--- config.mk ---
export PLATFORM = sky130hd
export DESIGN_NAME = mac_sequencer_flat
export DESIGN_NICKNAME = d
export VERILOG_FILES = /design/src/rtl/mac_sequencer_if.sv /design/src/rtl/mac_sequencer.sv /design/src/flat_wrapper.sv
export SDC_FILE = /design/constraint.sdc
export NUM_CORES = 1
export LEC_CHECK = 0
export BUFFER_PORTS_ARGS = -buffer_cell sky130_fd_sc_hd__buf_2
export CORE_AREA = 2 2 39 41
export CTS_BUF_LIST = sky130_fd_sc_hd__clkbuf_8
export CTS_CLUSTER_SIZE = 10
export DETAILED_ROUTE_END_ITERATION = 8
export DIE_AREA = 0 0 41 43
export GPL_TIMING_DRIVEN = 0
export HOLD_SLACK_MARGIN = 0.03
export PLACE_DENSITY = 0.73
export SLEW_MARGIN = 20
export SYNTH_ARGS = -nofsm -noshare
export SYNTH_HDL_FRONTEND = slang
export SYNTH_SLANG_ARGS = --single-unit
--- constraint.sdc ---
create_clock -name clk -period 2.9 [get_ports clk]
set_input_delay 0.435 -clock clk [delete_from_list [all_inputs] [get_ports clk]]
set_output_delay 0.435 -clock clk [all_outputs]
set_load 0.005 [all_outputs]
--- src/rtl/mac_sequencer_if.sv ---
// Handshake and control bundle between the MAC sequencer, the operand
// source / result sink and the MAC datapath register cells.
interface mac_sequencer_if #(
    parameter int CNT_W = 3
);
    logic             start;
    logic             abort;
    logic             in_valid;
    logic             in_ready;
    logic             acc_clr;
    logic             acc_load;
    logic             out_load;
    logic             out_valid;
    logic             out_ready;
    logic [CNT_W-1:0] tap_idx;
    logic             busy;
    logic             done;

    modport master (
        input  start, abort, in_valid, out_ready,
        output in_ready, acc_clr, acc_load, out_load,
        output out_valid, tap_idx, busy, done
    );

    modport slave (
        output start, abort, in_valid, out_ready,
        input  in_ready, acc_clr, acc_load, out_load,
        input  out_valid, tap_idx, busy, done
    );
endinterface

--- src/rtl/mac_sequencer.sv ---
// Control FSM sequencing one N_TAPS dot-product through the MAC datapath:
// clear, gated accumulate, capture, then hold the result for downstream.
module mac_sequencer #(
    parameter int N_TAPS = 8,
    parameter int CNT_W  = 3
) (
    input  logic            clk,
    input  logic            rst_n,
    mac_sequencer_if.master bus
);
    typedef enum logic [2:0] {
        IDLE,
        CLEAR,
        ACCUM,
        FLUSH,
        WAIT_OUT
    } state_t;

    localparam logic [CNT_W-1:0] LAST = CNT_W'(N_TAPS - 1);

    state_t           state;
    logic [CNT_W-1:0] tap_q;
    logic             acc_clr_q;
    logic             in_ready_q;
    logic             out_load_q;
    logic             out_valid_q;
    logic             busy_q;
    logic             done_q;
    logic             accept;

    assign accept = in_ready_q & bus.in_valid;

    always_ff @(posedge clk or negedge rst_n) begin
        if (!rst_n) begin
            state       <= IDLE;
            tap_q       <= '0;
            acc_clr_q   <= 1'b0;
            in_ready_q  <= 1'b0;
            out_load_q  <= 1'b0;
            out_valid_q <= 1'b0;
            busy_q      <= 1'b0;
            done_q      <= 1'b0;
        end else begin
            done_q <= 1'b0;
            // Abort beats any accept or result handshake in the same cycle
            if (bus.abort && state != IDLE) begin
                state       <= IDLE;
                tap_q       <= '0;
                acc_clr_q   <= 1'b0;
                in_ready_q  <= 1'b0;
                out_load_q  <= 1'b0;
                out_valid_q <= 1'b0;
                busy_q      <= 1'b0;
            end else begin
                unique case (state)
                    IDLE: begin
                        if (bus.start) begin
                            state     <= CLEAR;
                            acc_clr_q <= 1'b1;
                            busy_q    <= 1'b1;
                        end
                    end
                    CLEAR: begin
                        state      <= ACCUM;
                        tap_q      <= '0;
                        acc_clr_q  <= 1'b0;
                        in_ready_q <= 1'b1;
                    end
                    ACCUM: begin
                        if (accept) begin
                            if (tap_q == LAST) begin
                                state      <= FLUSH;
                                tap_q      <= '0;
                                in_ready_q <= 1'b0;
                                out_load_q <= 1'b1;
                            end else begin
                                tap_q <= tap_q + 1'b1;
                            end
                        end
                    end
                    FLUSH: begin
                        state       <= WAIT_OUT;
                        out_load_q  <= 1'b0;
                        out_valid_q <= 1'b1;
                    end
                    WAIT_OUT: begin
                        if (bus.out_ready) begin
                            state       <= IDLE;
                            out_valid_q <= 1'b0;
                            busy_q      <= 1'b0;
                            done_q      <= 1'b1;
                        end
                    end
                    default: begin
                        state <= IDLE;
                    end
                endcase
            end
        end
    end

    // Loads are qualified by abort so an aborted cycle never disturbs the bank
    assign bus.acc_load  = accept & ~bus.abort;
    assign bus.out_load  = out_load_q & ~bus.abort;
    assign bus.acc_clr   = acc_clr_q;
    assign bus.in_ready  = in_ready_q;
    assign bus.out_valid = out_valid_q;
    assign bus.tap_idx   = tap_q;
    assign bus.busy      = busy_q;
    assign bus.done      = done_q;
endmodule

--- src/flat_wrapper.sv ---
// flat-port wrapper written by rule: the top's interface ports become plain ports
module mac_sequencer_flat 
#(
    parameter int N_TAPS = 8,
    parameter int CNT_W  = 3
)
  (clk, rst_n, bus_start, bus_abort, bus_in_valid, bus_out_ready, bus_in_ready, bus_acc_clr, bus_acc_load, bus_out_load, bus_out_valid, bus_tap_idx, bus_busy, bus_done);
  mac_sequencer_if #(.CNT_W(CNT_W)) bus_i ();
  input  logic clk;
  input  logic rst_n;
  input wire logic [$bits(bus_i.start)-1:0] bus_start;
  input wire logic [$bits(bus_i.abort)-1:0] bus_abort;
  input wire logic [$bits(bus_i.in_valid)-1:0] bus_in_valid;
  input wire logic [$bits(bus_i.out_ready)-1:0] bus_out_ready;
  output wire logic [$bits(bus_i.in_ready)-1:0] bus_in_ready;
  output wire logic [$bits(bus_i.acc_clr)-1:0] bus_acc_clr;
  output wire logic [$bits(bus_i.acc_load)-1:0] bus_acc_load;
  output wire logic [$bits(bus_i.out_load)-1:0] bus_out_load;
  output wire logic [$bits(bus_i.out_valid)-1:0] bus_out_valid;
  output wire logic [$bits(bus_i.tap_idx)-1:0] bus_tap_idx;
  output wire logic [$bits(bus_i.busy)-1:0] bus_busy;
  output wire logic [$bits(bus_i.done)-1:0] bus_done;
  assign bus_i.start = bus_start;
  assign bus_i.abort = bus_abort;
  assign bus_i.in_valid = bus_in_valid;
  assign bus_i.out_ready = bus_out_ready;
  assign bus_in_ready = bus_i.in_ready;
  assign bus_acc_clr = bus_i.acc_clr;
  assign bus_acc_load = bus_i.acc_load;
  assign bus_out_load = bus_i.out_load;
  assign bus_out_valid = bus_i.out_valid;
  assign bus_tap_idx = bus_i.tap_idx;
  assign bus_busy = bus_i.busy;
  assign bus_done = bus_i.done;
  mac_sequencer #(.N_TAPS(N_TAPS), .CNT_W(CNT_W)) u_core (.clk(clk), .rst_n(rst_n), .bus(bus_i));
endmodule
==> impl_metrics.toml <==
[status]
outcome = "finished, final reports clean"

[critical_path]
arrival_ps = 1580
critPathSlowestCell = "or4b_4"
critical_path_required_ps = 3020
end_kind = "register"
slowest_delay_ps = 540
worstRegToRegCells = 5
worst-r2r-setup-slack_ps = 1440
rr_endpoint = "u_core.bus.in_ready$_DFFE_PN0P_"
cp_cell_sequence = "buf_6 -> or4b_4 -> nor2_1 -> o21ai_0 -> o41ai_1"
cp_max_fo = 10
r2r-start = "u_core.state[0]$_DFFE_PN0P_"
setup.worst_path.start_class = "register"
path_class = "register to register"

[logic_synthesis]
ys_seq_elements = 12
async_flop_share = 1.00
synth_fa_ha_area_frac = 0.0390
seq_area_frac_synth = 0.468
syn_nets = 75
synth.distinct_cells = 28
synth-warning-count = 0
synth_top_family_by_area = "simple AND/OR/NAND/NOR gates"
avgSynthCellArea_um2 = 9.58
synth_ff_type = "dfrtp_1"
synth_area_leaders = "dfrtp_1 (47%), o21ai_0 (4.7%), nor2_1 (4.1%)"
synth-simple-area-share = 0.236
synth_compound_area_frac = 0.181
synth_common_cells = "dfrtp_1 (12), nor2_1 (7), nand2_1 (6), o21ai_0 (6)"
synth_top_area_frac = 0.468
synthXorXnorAreaFrac = 0.0136
yosysMostFrequentCell = "dfrtp_1"
netlist_area_um2 = 642
synthMuxAreaShare = 0
synthCells = 67
synth_top_area_cell = "dfrtp_1"
synth_edf_count = 0

[sta]
finClkSkew_ps = 3.25
holdWs_ps = 63.5
max_freq_ghz = 0.686
rsz0062_at_grt = "no"
min_period_ps = 1460
finalHoldViolations = 0
period_share = 0.502
final-setup-viol-count = 0
tightest_slew_ps = 355
slew_headroom = 0.761
report.final.slew_viol_count = 0
setup_tns_ps = 0

[layout]
final_util = 0.569
fin_cells = 101
multi_input_area_um2 = 302
ff_latch_area_um2 = 300
finalInstanceArea_um2 = 787
syn_to_final_growth_pct = 22.6
nNetsFinal = 94
antenna_cells = 0
fill_cells = 122
drive_gt1_frac = 0.294

[routing]
drt.antenna.violating_nets = 0
via_per_inst = 5.50
wl_per_cell_um = 12.7
remaining_drc_errors = 0
wirelength_um = 1280
drtIter0Drc = 13
num_vias = 555
dr.pass1.iters = 4

[worst_hold_path]
worstHoldPathType = "input pin to asynchronous set/reset pin"

[floorplan]
coreArea_mm2 = 0.00138
die-height_um = 43
die_area_mm2 = 0.00176
io_pins = 16
initial_core_util = 0.464
rows = 14
die_w_um = 41

[power_and_ir_drop]
power_density_mw_per_mm2 = 806
p_leak_nw = 0.412
peakVddDrop_mv = 0.475

[run]
drv_cap = 0

[clocking]
clk_latency_ps = 240
root_buffer = "clkbuf_8"
cts.path.max_buffers = 2
cts_buffers = 3
cts_resized = 0
holdBufCountCts = 0
clkSlewWorstSetupHoldPaths_ps = 50
cts-htree-levels = 1
clkSinkCount = 12
cts_setup_buffers = 0
cts_tree = "built"

[grt]
antenna_found_initial = 0
grt_overflow = 0
grtUsageMet3 = 0.0838
use_met1 = 0.236
grtUsageTotal = 0.182
first_global_vias = 478
grt_pass1_wl_um = 2050
gr-max-usage-layer = "met2"
grt_max_degree = 13
use_met2 = 0.244

[placed_design]
dp.cells = 97
io_buffer_count = 14
hpwl_um = 944
place_area_um2 = 732
gp_congestion = 0.753
-- critical path: cells and delay by family, from the launching register on --
family                 cells  cell delay [ps]
AO/OA/AOI/OAI              2              150
AND/OR/NAND/NOR            2              640
flip-flops                 1              400
buffers and inverters      1              150
-- worst max path at each step --
stage	cells after the start	to	start	slack [ps]
after global placement	5	u_core.bus.tap_idx[0]$_DFFE_PN0P_	bus_abort	1430
after global routing	4	u_core.bus.in_ready$_DFFE_PN0P_	u_core.state[1]$_DFFE_PN0P_	1330
after CTS	5	u_core.bus.in_ready$_DFFE_PN0P_	u_core.state[0]$_DFFE_PN0P_	1450
final	5	u_core.bus.in_ready$_DFFE_PN0P_	u_core.state[0]$_DFFE_PN0P_	1440
after floorplan	5	u_core.bus.in_ready$_DFFE_PN0P_	bus_abort	1520
after detailed placement	5	u_core.bus.tap_idx[0]$_DFFE_PN0P_	bus_abort	1440
-- per-stage QoR --
| step | power [mW] | setup slack, ps |
|---|---|---|
| finish | 0.634 | 1440 |
| CTS | 0.637 | 1450 |
| floorplan | 0.385 | 1520 |
| detailed placement | 0.457 | 1440 |
| global placement | 0.451 | 1430 |
| global route | 0.682 | 1330 |
-- final cells by class --
type / instances / share of cell area
multi-input combinational: 48 / 0.383
sequential: 12 / 0.382
timing repair buffer: 14 / 0.0890
clock buffer: 4 / 0.0700
buffer: 4 / 0.0366
tap: 16 / 0.0254
inverter: 3 / 0.0143
-- power by group --
group	internal, mW	switching, mW	leakage, nW
clock	0.120	0.0603	0.0288
combinational	0.0972	0.112	0.224
sequential	0.209	0.0354	0.159
total	0.426	0.208	0.412
-- cell usage in the layout, fill, tap and decap left out, types with 4 or more instances in the layout --
cell type and n:
buf_2 16, nor2_1 7, nand2_1 6, clkbuf_8 4
dfrtp_1 12, nor2b_1 4, nor3_1 4, o21ai_0 6
-- logic make-up (layout without fill, tap and decap cells) --
logic type               after synthesis  count (layout)
AO/OA/AOI/OAI                         17              17
AND/OR/NAND/NOR                       28              28
XOR/XNOR                               1               1
buffers and inverters                  7              25
flip-flops                            12              12
adder cells (fa/ha/maj)                2               2
-- routing by layer --
layer	part of all wire	vias to the layer above
li1	-	274
met1	0.45	262
met2	0.46	17
met3	0.077	2
met4	0.011	0
met5	0	-
-- registers in the layout (all words and copies together) (netlist names) --
| name | cells |
|---|---|
| u_core.bus.out_valid | 1 |
| u_core.bus.tap_idx | 3 |
| u_core.bus.in_ready | 1 |
| u_core.bus.busy | 1 |
| u_core.bus.done | 1 |
| u_core.state | 3 |
| u_core.out_load_q | 1 |
| u_core.bus.acc_clr | 1 |
Power figures use the tool's default switching activity.
